[config.mk]
export PLATFORM = sky130hd
export DESIGN_NAME = ev_record_serializer
export DESIGN_NICKNAME = d
export VERILOG_FILES = /design/src/rtl/ev_timer_pkg.sv /design/src/rtl/ev_rec_flatten.sv /design/src/rtl/ev_record_serializer.sv
export SDC_FILE = /design/constraint.sdc
export NUM_CORES = 1
export LEC_CHECK = 0
export CORE_MARGIN = 2
export CORE_UTILIZATION = 45
export DETAILED_ROUTE_END_ITERATION = 8
export PLACE_DENSITY = 0.67
export SYNTH_ARGS = -nofsm -noshare
export SYNTH_HDL_FRONTEND = slang
export SYNTH_SLANG_ARGS = --single-unit
[constraint.sdc]
create_clock -name clk -period 2.5 [get_ports clk]
set_clock_uncertainty 0.15 [all_clocks]
set_input_delay 0.5 -clock clk [delete_from_list [all_inputs] [get_ports clk]]
set_output_delay 0.5 -clock clk [all_outputs]
set_load 0.1 [all_outputs]
[src/rtl/ev_timer_pkg.sv]
// Shared types for the event-timer result path: record struct, frame FSM states
// and byte-width helper used to size the serialized record.
package ev_timer_pkg;

  localparam int EV_ID_W = 3;
  localparam int EV_TS_W = 8;
  localparam logic [7:0] SYNC_BYTE_DEF = 8'hA5;

  function automatic int bytes_of(input int w);
    return (w + 7) / 8;
  endfunction

  typedef struct packed {
    logic [EV_ID_W-1:0] id;
    logic [EV_TS_W-1:0] start_ts;
    logic [EV_TS_W-1:0] end_ts;
    logic [EV_TS_W-1:0] delta;
  } ev_rec_t;

  typedef enum logic [2:0] {
    ST_IDLE,
    ST_SYNC,
    ST_SEQ,
    ST_REC,
    ST_GAP,
    ST_TRAILER
  } ev_state_t;

endpackage

[src/rtl/ev_rec_flatten.sv]
// Turns one latency record into its big-endian byte image: id, start_ts, end_ts,
// delta, each field zero-padded up to a whole number of bytes.
module ev_rec_flatten
  import ev_timer_pkg::*;
#(
  localparam int IDB = bytes_of(EV_ID_W),
  localparam int TSB = bytes_of(EV_TS_W),
  localparam int RB  = IDB + 3 * TSB
) (
  input  ev_rec_t           rec_i,
  output logic [RB*8-1:0]   bytes_o
);

  logic [IDB*8-1:0] id_pad;
  logic [TSB*8-1:0] start_pad;
  logic [TSB*8-1:0] end_pad;
  logic [TSB*8-1:0] delta_pad;

  always_comb begin
    id_pad    = '0;
    start_pad = '0;
    end_pad   = '0;
    delta_pad = '0;
    id_pad[EV_ID_W-1:0]    = rec_i.id;
    start_pad[EV_TS_W-1:0] = rec_i.start_ts;
    end_pad[EV_TS_W-1:0]   = rec_i.end_ts;
    delta_pad[EV_TS_W-1:0] = rec_i.delta;
  end

  assign bytes_o = {id_pad, start_pad, end_pad, delta_pad};

endmodule

[src/rtl/ev_record_serializer.sv]
// Packs latency records into byte frames: SYNC, SEQ, K records, K (tlast).
// A partial frame is closed when no record arrives within FLUSH_TIMEOUT cycles.
module ev_record_serializer
  import ev_timer_pkg::*;
#(
  parameter int         ID_W           = EV_ID_W,
  parameter int         TS_W           = EV_TS_W,
  parameter int         RECS_PER_FRAME = 4,
  parameter int         FLUSH_TIMEOUT  = 64,
  parameter logic [7:0] SYNC_BYTE      = SYNC_BYTE_DEF
) (
  input  logic            clk,
  input  logic            rst,
  input  logic            in_valid,
  output logic            in_ready,
  input  logic [ID_W-1:0] in_id,
  input  logic [TS_W-1:0] in_start_ts,
  input  logic [TS_W-1:0] in_end_ts,
  input  logic [TS_W-1:0] in_delta,
  output logic [7:0]      m_tdata,
  output logic            m_tvalid,
  input  logic            m_tready,
  output logic            m_tlast,
  output logic            busy
);

  localparam int RB    = bytes_of(ID_W) + 3 * bytes_of(TS_W);
  localparam int IDX_W = $clog2(RB + 1);
  localparam int CNT_W = $clog2(FLUSH_TIMEOUT);
  localparam logic [IDX_W-1:0] LAST_IDX = IDX_W'(RB - 1);
  localparam logic [CNT_W-1:0] CNT_LAST = CNT_W'(FLUSH_TIMEOUT - 1);
  localparam logic [7:0]       K_MAX    = 8'(RECS_PER_FRAME);

  ev_state_t        state_q, state_d;
  ev_rec_t          rec_q, rec_d;
  logic [IDX_W-1:0] idx_q, idx_d;
  logic [CNT_W-1:0] cnt_q, cnt_d;
  logic [7:0]       k_q, k_d;
  logic [7:0]       seq_q, seq_d;
  logic [7:0]       tdata_q, tdata_d;
  logic             tlast_q, tlast_d;
  logic             tvalid_q, tvalid_d;
  logic             accept;
  logic [RB*8-1:0]  flat_d;

  function automatic logic [7:0] pick(input logic [RB*8-1:0] v, input logic [IDX_W-1:0] i);
    return v[8*(RB-1-int'(i)) +: 8];
  endfunction

  assign in_ready = ((state_q == ST_IDLE) || (state_q == ST_GAP)) && !rst;
  assign accept   = in_valid && in_ready;
  assign busy     = (state_q != ST_IDLE);
  assign m_tdata  = tdata_q;
  assign m_tlast  = tlast_q;
  assign m_tvalid = tvalid_q;

  // The flattener sees the record as it will be held next cycle, so the first
  // record byte can be registered in the same cycle the record is accepted.
  always_comb begin
    rec_d = rec_q;
    if (accept) begin
      rec_d.id       = in_id;
      rec_d.start_ts = in_start_ts;
      rec_d.end_ts   = in_end_ts;
      rec_d.delta    = in_delta;
    end
  end

  ev_rec_flatten u_flatten (
    .rec_i   (rec_d),
    .bytes_o (flat_d)
  );

  always_comb begin
    state_d  = state_q;
    idx_d    = idx_q;
    cnt_d    = cnt_q;
    k_d      = k_q;
    seq_d    = seq_q;
    tdata_d  = tdata_q;
    tlast_d  = tlast_q;
    tvalid_d = tvalid_q;
    case (state_q)
      ST_IDLE: begin
        if (accept) begin
          state_d  = ST_SYNC;
          k_d      = 8'd1;
          tdata_d  = SYNC_BYTE;
          tlast_d  = 1'b0;
          tvalid_d = 1'b1;
        end
      end
      ST_SYNC: begin
        if (m_tready) begin
          state_d = ST_SEQ;
          tdata_d = seq_q;
        end
      end
      ST_SEQ: begin
        if (m_tready) begin
          state_d = ST_REC;
          idx_d   = '0;
          tdata_d = pick(flat_d, '0);
        end
      end
      ST_REC: begin
        if (m_tready) begin
          if (idx_q == LAST_IDX) begin
            if (k_q == K_MAX) begin
              state_d = ST_TRAILER;
              tdata_d = k_q;
              tlast_d = 1'b1;
            end else begin
              state_d  = ST_GAP;
              cnt_d    = '0;
              tvalid_d = 1'b0;
            end
          end else begin
            idx_d   = idx_q + 1'b1;
            tdata_d = pick(flat_d, idx_q + 1'b1);
          end
        end
      end
      ST_GAP: begin
        // A record arriving on the expiry cycle still joins this frame.
        if (accept) begin
          state_d  = ST_REC;
          k_d      = k_q + 8'd1;
          idx_d    = '0;
          tdata_d  = pick(flat_d, '0);
          tvalid_d = 1'b1;
        end else if (cnt_q == CNT_LAST) begin
          state_d  = ST_TRAILER;
          tdata_d  = k_q;
          tlast_d  = 1'b1;
          tvalid_d = 1'b1;
        end else begin
          cnt_d = cnt_q + 1'b1;
        end
      end
      ST_TRAILER: begin
        if (m_tready) begin
          state_d  = ST_IDLE;
          seq_d    = seq_q + 8'd1;
          tlast_d  = 1'b0;
          tvalid_d = 1'b0;
        end
      end
      default: state_d = ST_IDLE;
    endcase
  end

  always_ff @(posedge clk) begin
    if (rst) begin
      state_q  <= ST_IDLE;
      rec_q    <= '0;
      idx_q    <= '0;
      cnt_q    <= '0;
      k_q      <= '0;
      seq_q    <= '0;
      tdata_q  <= '0;
      tlast_q  <= 1'b0;
      tvalid_q <= 1'b0;
    end else begin
      state_q  <= state_d;
      rec_q    <= rec_d;
      idx_q    <= idx_d;
      cnt_q    <= cnt_d;
      k_q      <= k_d;
      seq_q    <= seq_d;
      tdata_q  <= tdata_d;
      tlast_q  <= tlast_d;
      tvalid_q <= tvalid_d;
    end
  end

endmodule
== Word-level counts from Yosys, hierarchy flattened ==
Cells that the tools add are included.
Word-level totals
  bits in registers: 65
  input bits: 31
  output and inout port bits: 12
Operators by class
  reductions and logical operators: 19
  equal/unequal tests: 23
  shift-type cells: 1
  $add $sub $neg: 5
  muxes and demuxes: 47
Operators by type and width (number)
  $mux 8: 10
  $pmux 8 s5: 1
  $mux 3: 11
  $shiftx 32x7->8: 1
  $mux 6: 5
  $mux 27: 1
  $ne 2x2->1 const B: 12
  $reduce_and 7->1: 3
  $pmux 3 s6: 1
  $add 8x1->8 const B: 2
  $pmux 8 s2: 1
  $mux 1: 13
  $pmux 6 s2: 1
  $eq 3x2->1 const B: 3
  $pmux 3 s3: 1
  $eq 8x3->1 const B: 1
  $pmux 1 s4: 2
  $reduce_and 8->1: 1
  $add 6x1->6 const B: 1
  $eq 3x3->1 const B: 2
  $eq 6x6->1 const B: 1
  $reduce_and 6->1: 1
  $reduce_bool 3->1: 2
  $reduce_and 5->1: 1
  15 further kinds: 17

== Longest topological paths before layout ==
  depth after elaboration: 9
  gate-level depth with buffers: 8
  gate-level depth less buffers: 7

== Modules after synthesis ==
From an unflattened synthesis, not the netlist that was laid out.
Second synthesis, totals
  cell total of the unflattened synthesis: 504
  area, all modules: 3875.0 µm²
Modules (own cells, without submodules)
  ev_record_serializer: cells each 471, sequential area each 1301.2 µm², times used 1, area each 3631.0 µm²
  ev_rec_flatten: cells each 33, sequential area each 0.0 µm², times used 1, area each 244.0 µm²

== Worst setup path before layout ==
No wires, ideal clock.
  kind: input-to-output
  from: input rst
  to: output in_ready
  stages: 3
  arrival time: 2.162 ns
  slack: -0.312 ns
  data required time: 1.850 ns
  cells stage by stage: clkbuf_1 clkbuf_1 nor2_1
Between the ends
  longest elaborated chain between the ends: 2
Ends and longest elaborated chain
  start: declaration: RTL line ev_record_serializer.sv:13  | input logic rst,
  $logic_not 1->1: RTL line ev_record_serializer.sv:50  | assign in_ready = ((state_q == ST_IDLE) || (state_q == ST_GAP)) && !rst;
  $logic_and 1x1->1: RTL line ev_record_serializer.sv:50
  end: declaration: RTL line ev_record_serializer.sv:15  | output logic in_ready,
No other way between the ends.

== Worst setup path in the final report ==
  from: register state_q[1]
  to: output in_ready
Between the ends
  longest elaborated chain between the ends: 3
  elaborated cells between the ends (all ways): 4
  those cells by class: eq/ne (1); reduce/logical (3)
Ends and longest elaborated chain
  start: declaration: RTL line ev_record_serializer.sv:34  | ev_state_t state_q, state_d;
  start signal: assignment: RTL line ev_record_serializer.sv:165  | state_q <= state_d;
  $eq 3x3->1 or $logic_not 3->1 (tied branches): RTL line ev_record_serializer.sv:50
  $logic_or 1x1->1 (*): RTL line ev_record_serializer.sv:50
  $logic_and 1x1->1 (*): RTL line ev_record_serializer.sv:50
Every way passes the cells marked *; elsewhere a longest branch is shown, timed or not.

==> results.yml <==
run_status:
  status: "finished, final reports clean"
yosys:
  yosysTopAreaCell: "dfxtp_1"
  synth_top_area_share: 0.379
  synth_cell_types: 68
  synthFlopType: "dfxtp_1"
  ys_seq_area_frac: 0.379
  syn_inst: 396
  yosysWarnings: 0
  synth_edf_count: 0
  synth.avg_cell_area_um2: 8.66
  ys_async_sr_fraction: 0
  synth_fp_nets: 433
  ys_ff_latch: 65
  syn_area_mm2: 0.00343
  synth_area_leaders: "dfxtp_1 38%, mux2i_1 8.5%, nor2_1 6.1%"
clocking:
  cts_root_buffer: "clkbuf_8"
  hold_buffers: 0
  htree_levels: 3
  clk_pin_slew_ns: 0.08
  clock_latency_ns: 0.35
  postCtsSetupRepairBufs: 0
  numClockSinks: 65
  cts_resized: 0
  cts_tree: "built"
  clockBufferDepth: 2
  numCtsBuffers: 9
global_route:
  grt_max_degree: 62
  grt_pass1_vias: 2962
  grt_pass1_wl_mm: 14.5
  gr-total-overflow: 0
  grtUsageTotal: 0.218
  antenna_found_initial: 0
detailed_routing:
  dr_total_vias: 3096
  drt_pass1_iterations: 5
  drt_iter0_markers: 126
  wl_per_cell_um: 15.6
  drt-total-wl_mm: 8.74
  ant_nets: 0
  drc: 0
  via_per_inst: 5.53
layout:
  diodes: 0
  nets: 493
  area_delta_synth_final_pct: 26.5
  drive_gt1_frac: 0.184
  fin_area_mm2: 0.00434
worst_setup_path:
  crit_type: "flop to output port"
  cp_top_family: "flip-flops"
  path_buf_inv: 2
  slowest_stage: "dfxtp_1"
  r2r_slack_ns: 0.23
  cp-start-kind: "flop"
  slowest_delay_ns: 0.56
  crit_path_max_fanout: 17
  cp.arrival_ns: 1.76
  cp-end-kind: "output port"
  worstPathRequired_ns: 1.85
  crit_chain: "buf_4 > or2_1 > nor2_2 > buf_12"
placed_design:
  place.port_buffers: 42
  pre_cts_ws_ns: -0.162
  dp_hpwl_mm: 6.24
  place_congestion: 0.887
  dpl-instance-area_mm2: 0.00409
floorplanning:
  core_area_mm2: 0.00733
  dieWidth_um: 91.3
  initial_utilization: 0.468
  row_count: 31
  dieArea_mm2: 0.00834
  die-height_um: 91.3
  io_pins: 43
timing:
  rsz0062_at_grt: "false"
  finalCritPeriodShare: 0.965
  fmax_mhz: 414
  slew_headroom: 0.567
  tns_ns: 0
  slew_violations: 0
  fin_ws_ns: 0.0868
  min_period_ns: 2.41
  tightest_slew_ns: 0.649
  hold_violations: 0
  setup_viol: 0
power_and_ir_drop:
  p_leak_uw: 0.00157
  power_uw: 3210
  power_density_mw_per_mm2: 739
  peakVddDrop_mv: 0.396
job:
  maxCapViolations: 0
worst_hold_path:
  hold_path.class: "flop to flop"
==> sequential cells by signal, summed over array words and instances (netlist names) <==
signal,flops
k_q,8
cnt_q,6
state_q,3
m_tvalid,1
m_tlast,1
rec_q,27
m_tdata,8
seq_q,8
idx_q,3
==> stage by stage <==
stage / hold WS, ns / std cells / utilization
after global routing: 0.327 / 560 / 0.592
after global placement: 0.293 / 544 / 0.558
final: 0.313 / 560 / 0.592
after CTS: 0.314 / 560 / 0.592
after detailed placement: 0.303 / 544 / 0.558
after floorplan: 0.283 / 396 / -
==> cells by family (layout without fill, tap and decap cells) <==
group           after synthesis  count (layout)  share of synthesized area
flops                        65              65                      0.379
fa+ha+maj                     6               6                     0.0219
xor+xnor                     10              10                     0.0255
mux                          31              31                     0.0945
simple gates                148             148                      0.220
compound gates               93              93                      0.200
buf+inv                      43             108                     0.0594
==> metal layers <==
| metal | part of all wire | global-route usage | up-vias | wire (µm) |
|---|---|---|---|---|
| met3 | 0.050 | 0.0531 | 11 | 436 |
| met5 | 0 | 0 | - | 0 |
| met1 | 0.46 | 0.282 | 1450 | 4030 |
| met2 | 0.48 | 0.362 | 80 | 4170 |
| li1 | - | - | 1555 | - |
| met4 | 0.013 | 0.0657 | 0 | 110 |
==> synthesized netlist by cell type (4+ instances only) <==
cell	n
a311oi_1	5
buf_2	7
a221oi_2	4
mux2i_1	29
o21ai_0	4
nand4_1	4
o22ai_1	10
o21ai_1	6
xnor2_1	4
ha_1	6
xor2_1	6
nand2b_1	4
nor2_1	56
nor3_1	10
inv_1	16
a22oi_1	4
nand3_1	17
dfxtp_1	65
clkbuf_1	11
and3_1	6
a21oi_1	29
nand2_1	27
buf_6	4
==> cells in the final DEF, fill, tap and decap left out, types with 3 or more instances in the layout <==
cell type        synthesis  final
nor3_1                  10     10
nor2_1                  56     55
and3_1                   6      6
a221oi_2                 4      4
clkbuf_8                 0      9
mux2i_1                 29     29
bufinv_16                0      3
a31oi_1                  3      3
nand4_1                  4      4
buf_12                   0      3
nand2_1                 27     27
a21oi_1                 29     29
nand4b_1                 3      3
o21ai_1                  6      6
o21ai_0                  4      4
dfxtp_1                 65     65
o32ai_1                  3      3
inv_1                   16     16
o22ai_1                 10     10
xnor2_1                  4      4
buf_4                    1     42
nand2b_1                 4      4
a22oi_1                  4      4
xor2_1                   6      6
a311oi_1                 5      5
ha_1                     6      6
clkdlybuf4s50_1          0     29
nand3_1                 17     16
==> power breakdown <==
part	leakage, µW	switching (µW)	internal, µW	total, µW
registers	0.000528	45.9	1100	1150
logic	0.000922	598	339	937
clock network	0.000124	449	672	1120
==> final cells by class <==
cell class / instances / area, µm²
Sequential cell: 65 / 1300
Clock buffer: 9 / 124
Multi-Input combinational cell: 288 / 1930
Tap cell: 99 / 124
Clock inverter: 7 / 125
Timing Repair Buffer: 75 / 671
Inverter: 17 / 63.8
Fill cell: 654 / 2990
==> tightest hold or removal path: cells and delay by family, from the launching register on <==
kind,cells,cell delay [ns]
DFF,1,0.31
AOI/OAI and AO/OA,1,0.05
buffers and inverters,1,0.06
==> worst paths after layout <==
kind / start / endpoint / cells after the start
hold reg to reg: m_tdata[7] / m_tdata[7] / 2
setup reg to reg: state_q[1] / m_tdata[2] / 7
setup / recovery: state_q[1] / in_ready / 4
hold / removal: m_tdata[7] / m_tdata[7] / 2
Power figures use the tool's default switching activity.
